==> config.mk <==
export PLATFORM = sky130hd
export DESIGN_NAME = sipo_rx
export DESIGN_NICKNAME = d
export VERILOG_FILES = /design/src/rtl/sipo_rx.sv
export SDC_FILE = /design/constraint.sdc
export NUM_CORES = 1
export LEC_CHECK = 0
export CORE_MARGIN = 4
export CORE_UTILIZATION = 40
export CTS_BUF_LIST = sky130_fd_sc_hd__clkbuf_4 sky130_fd_sc_hd__clkbuf_8 sky130_fd_sc_hd__clkbuf_16
export DETAILED_ROUTE_END_ITERATION = 16
export GPL_ROUTABILITY_DRIVEN = 0
export PLACE_DENSITY = 0.72
export SETUP_SLACK_MARGIN = 0.4
export SYNTH_ARGS = -nofsm -noshare
export SYNTH_HDL_FRONTEND = slang
export SYNTH_SLANG_ARGS = --single-unit
==> constraint.sdc <==
create_clock -name clk -period 1.5 [get_ports clk]
set_input_delay 0.15 -clock clk [delete_from_list [all_inputs] [get_ports clk]]
set_output_delay 0.15 -clock clk [all_outputs]
set_load 0.05 [all_outputs]
==> src/rtl/sipo_rx.sv <==
// Serial-in parallel-out receiver: rebuilds WIDTH-bit words LSB-first from a
// strobed serial stream and offers each word on a registered valid/ready port.
module sipo_rx #(
  parameter int WIDTH = 4,
  parameter int CNT_W = 3
) (
  input  logic             clk,
  input  logic             rst,
  input  logic             srl_i,
  input  logic             vld_i,
  input  logic             sync_i,
  output logic [WIDTH-1:0] prl_o,
  output logic             prl_vld_o,
  input  logic             prl_rdy_i,
  output logic             busy_o,
  output logic             ovf_o,
  input  logic             clr_ovf_i
);

  logic [CNT_W-1:0] r_cnt;
  logic [CNT_W-1:0] w_cnt_nxt;
  logic [WIDTH-1:0] r_shift;
  logic [WIDTH-1:0] w_shift_nxt;
  logic [WIDTH-1:0] r_prl;
  logic             r_vld;
  logic             r_busy;
  logic             r_ovf;

  logic [WIDTH-1:0] w_word;
  logic             w_last;
  logic             w_complete;
  logic             w_accept;
  logic             w_overrun;

  // A sync bit always starts a new word, so it can never complete one (WIDTH >= 2).
  assign w_last     = (r_cnt == CNT_W'(WIDTH - 1));
  assign w_complete = vld_i & ~sync_i & w_last;
  assign w_word     = {srl_i, r_shift[WIDTH-2:0]};
  assign w_accept   = ~r_vld | prl_rdy_i;
  assign w_overrun  = w_complete & ~w_accept;

  always_comb begin
    w_cnt_nxt   = r_cnt;
    w_shift_nxt = r_shift;
    if (sync_i) begin
      w_shift_nxt = '0;
      if (vld_i) begin
        w_shift_nxt[0] = srl_i;
        w_cnt_nxt      = CNT_W'(1);
      end else begin
        w_cnt_nxt = '0;
      end
    end else if (vld_i) begin
      if (w_last) begin
        w_cnt_nxt   = '0;
        w_shift_nxt = '0;
      end else begin
        w_cnt_nxt = r_cnt + CNT_W'(1);
        for (int i = 0; i < WIDTH; i++) begin
          if (r_cnt == CNT_W'(i)) w_shift_nxt[i] = srl_i;
        end
      end
    end
  end

  always_ff @(posedge clk or negedge rst) begin
    if (!rst) begin
      r_cnt   <= '0;
      r_shift <= '0;
      r_prl   <= '0;
      r_vld   <= 1'b0;
      r_busy  <= 1'b0;
      r_ovf   <= 1'b0;
    end else begin
      r_cnt   <= w_cnt_nxt;
      r_shift <= w_shift_nxt;
      r_busy  <= (w_cnt_nxt != '0);
      // A transfer and a completion on the same edge hand straight over to the new word.
      if (w_complete && w_accept) begin
        r_prl <= w_word;
        r_vld <= 1'b1;
      end else if (r_vld && prl_rdy_i) begin
        r_vld <= 1'b0;
      end
      if (w_overrun)      r_ovf <= 1'b1;
      else if (clr_ovf_i) r_ovf <= 1'b0;
    end
  end

  assign prl_o     = r_prl;
  assign prl_vld_o = r_vld;
  assign busy_o    = r_busy;
  assign ovf_o     = r_ovf;

endmodule

Word-level counts from Yosys, hierarchy flattened
Index checks and enable logic that the tools add are counted.
{"block": "word_totals", "inputBits": 7, "reg_bits": 13, "output_inout_bits": 7, "wordCells": 47}
{"block": "classes", "n_bitwise": 7, "muxes": 15, "n_reduce_logical": 13, "n_eq_ne": 3, "add_sub_neg": 1}
{"operator": "$mux 3", "n": 6}
{"operator": "$reduce_bool 3->1", "n": 4}
{"operator": "$mux 1", "n": 9}
{"operator": "$eq 3x2->1 const B", "n": 2}
{"operator": "$reduce_and 2->1", "n": 3}
{"operator": "$reduce_bool 2->1", "n": 3}
{"operator": "$add 3x1->3 const B", "n": 1}
{"operator": "$and 1x1->1", "n": 3}
{"operator": "$eq 3x1->1 const B", "n": 1}
{"operator": "$logic_not 3->1", "n": 1}
{"operator": "$not 1->1", "n": 3}
{"operator": "$logic_and 1x1->1", "n": 2}
{"operator": "$or 1x1->1", "n": 1}

Logic depth before layout (Yosys ltp)
{"block": "logic_depth", "ltp_word": 5, "depth_mapped": 5, "mapped_depth_nobuf": 5}

Worst setup path after synthesis
No wires, ideal clock.
{"block": "synth_path", "path_type": "register -> register", "startpoint": "register r_cnt[0]", "endpoint": "register r_prl[0], in the netlist prl_o[0]", "period_less_slack_ns": 1.425, "setup_ns": 0.125, "setup_slack_ns": 0.075, "t_arrival_ns": 1.300, "path_buffers": 1, "stages_incl_launch_ff": 6, "required_time_ns": 1.375, "path_cell_list": "dfrtp_1 > ha_1 > buf_4 > nand4bb_4 > nand2b_4 > mux2_4"}
{"block": "synth_between", "elab_chain_cells": 3}
{"element": "from (decl)", "line": "20", "rtl": "logic [CNT_W-1:0] r_cnt;"}
{"element": "from (signal assigned)", "line": "75", "rtl": "r_cnt <= w_cnt_nxt;"}
{"element": "$eq 3x2->1"}
{"element": "$and 1x1->1", "line": "37", "rtl": "assign w_complete = vld_i & ~sync_i & w_last;"}
{"element": "$logic_and 1x1->1", "line": "79", "rtl": "if (w_complete && w_accept) begin"}
{"element": "to (signal assigned)", "line": "80", "rtl": "r_prl <= w_word;"}
{"element": "to (decl)", "line": "24", "rtl": "logic [WIDTH-1:0] r_prl;"}
Every way passes these cells.
A chain may end at the register's enable or synchronous reset.

Final worst setup path
Ends and elaborated chain as after synthesis.

==> results by group <==
Power
  – Psw: approximately 0.00033 W
  – P_int: ~0.0007 W
  – Sw Share: 0.328
  – Peak supply drop: roughly 0.65 mV
  – PD cells: 913 nW/um^2
  – Tot Pwr: 0.00102 W
  – Flop pwr share: 0.404
  – Combinational share of power: 0.362
  – Clock power share: 0.234
  – Leakage: ~0.53 nW

Route
  – Drt drc: 0
  – DRT iter0 DRCs: 3
  – Via count: 571
  – Pre-Repair DR Iteration Count: 2
  – Routed Antenna Nets: 0
  – Avg Vias per Cell: approximately 4.8
  – Routed length per instance: between 10 and 15 um
  – Drt total wl: between 1500 and 2000 um

STA
  – Setup TNS: 0 ns
  – Max Slew Vio Count: 0
  – Max Clock Freq: 749 MHz
  – Minimum clock period: roughly 1.3 ns
  – Endpoints failing hold: 0
  – Setup-failing EPs final: 0
  – Setup Skew: 0.00289 ns
  – Period Utilization, post-route: 0.890
  – Worst Max-Slew Pin Slew: around 0.32 ns
  – Setup WS post-layout: 0.165 ns
  – Relative slew slack: 0.784
  – RSZ-0062 raised after global routing: yes

Synthesis
  – Syn avg cell area: roughly 11 um^2
  – Cells after Synth: between 60 and 70
  – Synth warn: 0
  – Post-Synthesis Cell Area: 712 um^2
  – Synth Register Bits: 13
  – Synth cell types: 20
  – Net count after synthesis: 74
  – Seq/Total Area, Yosys: 0.457

Layout
  – Layout cells sized above 1: 0.537
  – Number of nets in the layout: 107
  – ANT cells: 0
  – Non-filler cells, final: 119
  – Area growth syn-to-layout: 56.6%

Place
  – Placed Cells: 107
  – Post-DP HPWL: 1050 um
  – IO Port Bufs: 13
  – Pre-CTS WS: -0.107 ns

GRT
  – Vias in the first global route: 558
  – Overflow left after global routing: 0
  – Initial antenna violation count: 0
  – Gr usage total: 0.127
  – First-pass GRT wire length: 2330 um
  – Largest net degree at the start of global routing: 10

Status
  – Status: finished clean

Floorplanning
  – Row count: 14
  – Initial Util: 0.447
  – Chip height: between 50 and 60 um
  – Die span in x: about 50 um
  – I/O pin cnt: 14
  – Die area: 2520 um^2
  – Core area: about 1600 um^2

Setup path
  – CP Capture Type: flop
  – CP Max Fanout: 4
  – Critical path type: flop to flop
  – Setup crit start kind: flop
  – Worst EP required: 1.67 ns
  – CP arrival: 1.51 ns

Clock tree
  – CTS Root Cell: clkbuf_4
  – Clock Latency Late Sink: ~0.29 ns
  – CTS Buf Count: 3
  – CTS Hold Bufs: 0
  – Clock Sinks: 13
  – CTS HTree Levels: 1
  – Max Buffers Root-to-Sink: 2
  – CTS tree: done
  – Worst-path clk slew: 0.08 ns

Min path
  – Hold Crit Class: input pin to asynchronous set/reset pin

Run
  – Max-cap violations: 0
per-stage QoR:
| step | utilization | area, um^2 | hold slack (ns) |
|---|---|---|---|
| after detailed placement | 0.567 | 903 | 0.436 |
| after global placement | 0.567 | 903 | 0.439 |
| after CTS | 0.622 | 991 | 0.124 |
| after floorplan | - | 716 | -0.146 |
| after global routing | 0.699 | 1110 | 0.123 |
| final | 0.699 | 1110 | 0.116 |
flip-flops by register name, summed over array words and instances (netlist names):
| signal | cells |
|---|---|
| prl_vld_o | 1 |
| r_shift | 3 |
| r_cnt | 3 |
| busy_o | 1 |
| prl_o | 4 |
| ovf_o | 1 |
layout by cell type (no fill, tap or decap), types with 3 or more instances in the layout:
master           count
or2b_1               4
ha_4                 4
clkbuf_4             4
buf_4               18
dfrtp_1             10
a21oi_1              6
dfrtp_2              3
mux2_4               4
o21ai_1              3
buf_6                7
clkdlybuf4s50_1      5
routing by layer:
layer / vias to the layer above / wire [um] / part of all wire / track usage
li1: 277 / - / - / -
met1: 273 / 649 / 0.42 / 0.135
met2: 16 / 752 / 0.49 / 0.204
met3: 5 / 99 / 0.064 / 0.0533
met4: 0 / 39 / 0.025 / 0.0829
met5: - / 0 / 0 / 0
synthesized netlist by cell type:
| cell | instances | area share |
|---|---|---|
| and3b_1 | 1 | 0.012 |
| or2b_1 | 4 | 0.042 |
| o21ai_0 | 4 | 0.028 |
| nor2_1 | 5 | 0.026 |
| mux2_4 | 4 | 0.084 |
| buf_6 | 1 | 0.016 |
| nand4bb_4 | 1 | 0.039 |
| o22ai_1 | 2 | 0.018 |
| ha_1 | 4 | 0.070 |
| nor2b_1 | 1 | 0.0088 |
| a2111o_1 | 1 | 0.016 |
| nand2b_4 | 1 | 0.019 |
| inv_1 | 4 | 0.021 |
| mux2i_1 | 1 | 0.014 |
| nand2b_1 | 3 | 0.026 |
| buf_4 | 2 | 0.021 |
| a21oi_1 | 7 | 0.049 |
| nand2_1 | 2 | 0.011 |
| dfrtp_1 | 13 | 0.46 |
| nand3b_1 | 2 | 0.021 |
cell type report:
cell class	count	area, um^2
multi-input cells	43	434
well taps	24	30.0
clock buffers	4	30.0
fillers	116	479
repair buffers	31	277
inverters	4	15.0
flip-flops and latches	13	329
power by group through the flow:
stage / registers [W] / clock network, W / logic, W
CTS: 0.000406 / 0.000247 / 0.000320
finish: 0.000411 / 0.000239 / 0.000368
floorplan: 0.000498 / 0 / 0.000101
global route: 0.000417 / 0.000264 / 0.000392
detailed placement: 0.000414 / 0 / 0.000288
global placement: 0.000412 / 0 / 0.000285
kinds of logic after synthesis:
group,Yosys count,synth area share
buf+inv,7,0.0580
simple gates,20,0.206
flops,13,0.457
compound gates,14,0.111
mux,5,0.0984
fa+ha+maj,4,0.0703
critical path: stages (launching register included):
cell and delay, ns:
dfrtp_2 0.42, ha_4 0.18, nand4bb_4 0.12, nand2b_4 0.20, mux2_4 0.30
what timing repair did:
item	CTS	global route
setup buffers	5	2
resized for setup	5	29
pin swaps	7	9
gates cloned	0	1
endpoints found under the setup margin	11	11
final timing paths:
path | start | cells past startpoint | endpoint | slack [ns]
worst max-delay path | r_cnt[0] | 4 | prl_o[0] | 0.16
worst min-delay path | rst | 1 | ovf_o | 0.12
worst max register to register | r_cnt[0] | 4 | prl_o[0] | 0.16
worst min register to register | prl_o[3] | 1 | prl_o[3] | 0.52
max in group asynchronous | rst | 2 | prl_o[2] | 0.97
min in group clk | vld_i | 2 | r_cnt[2] | 0.27
No activity file was read; power rests on OpenSTA's default activity.
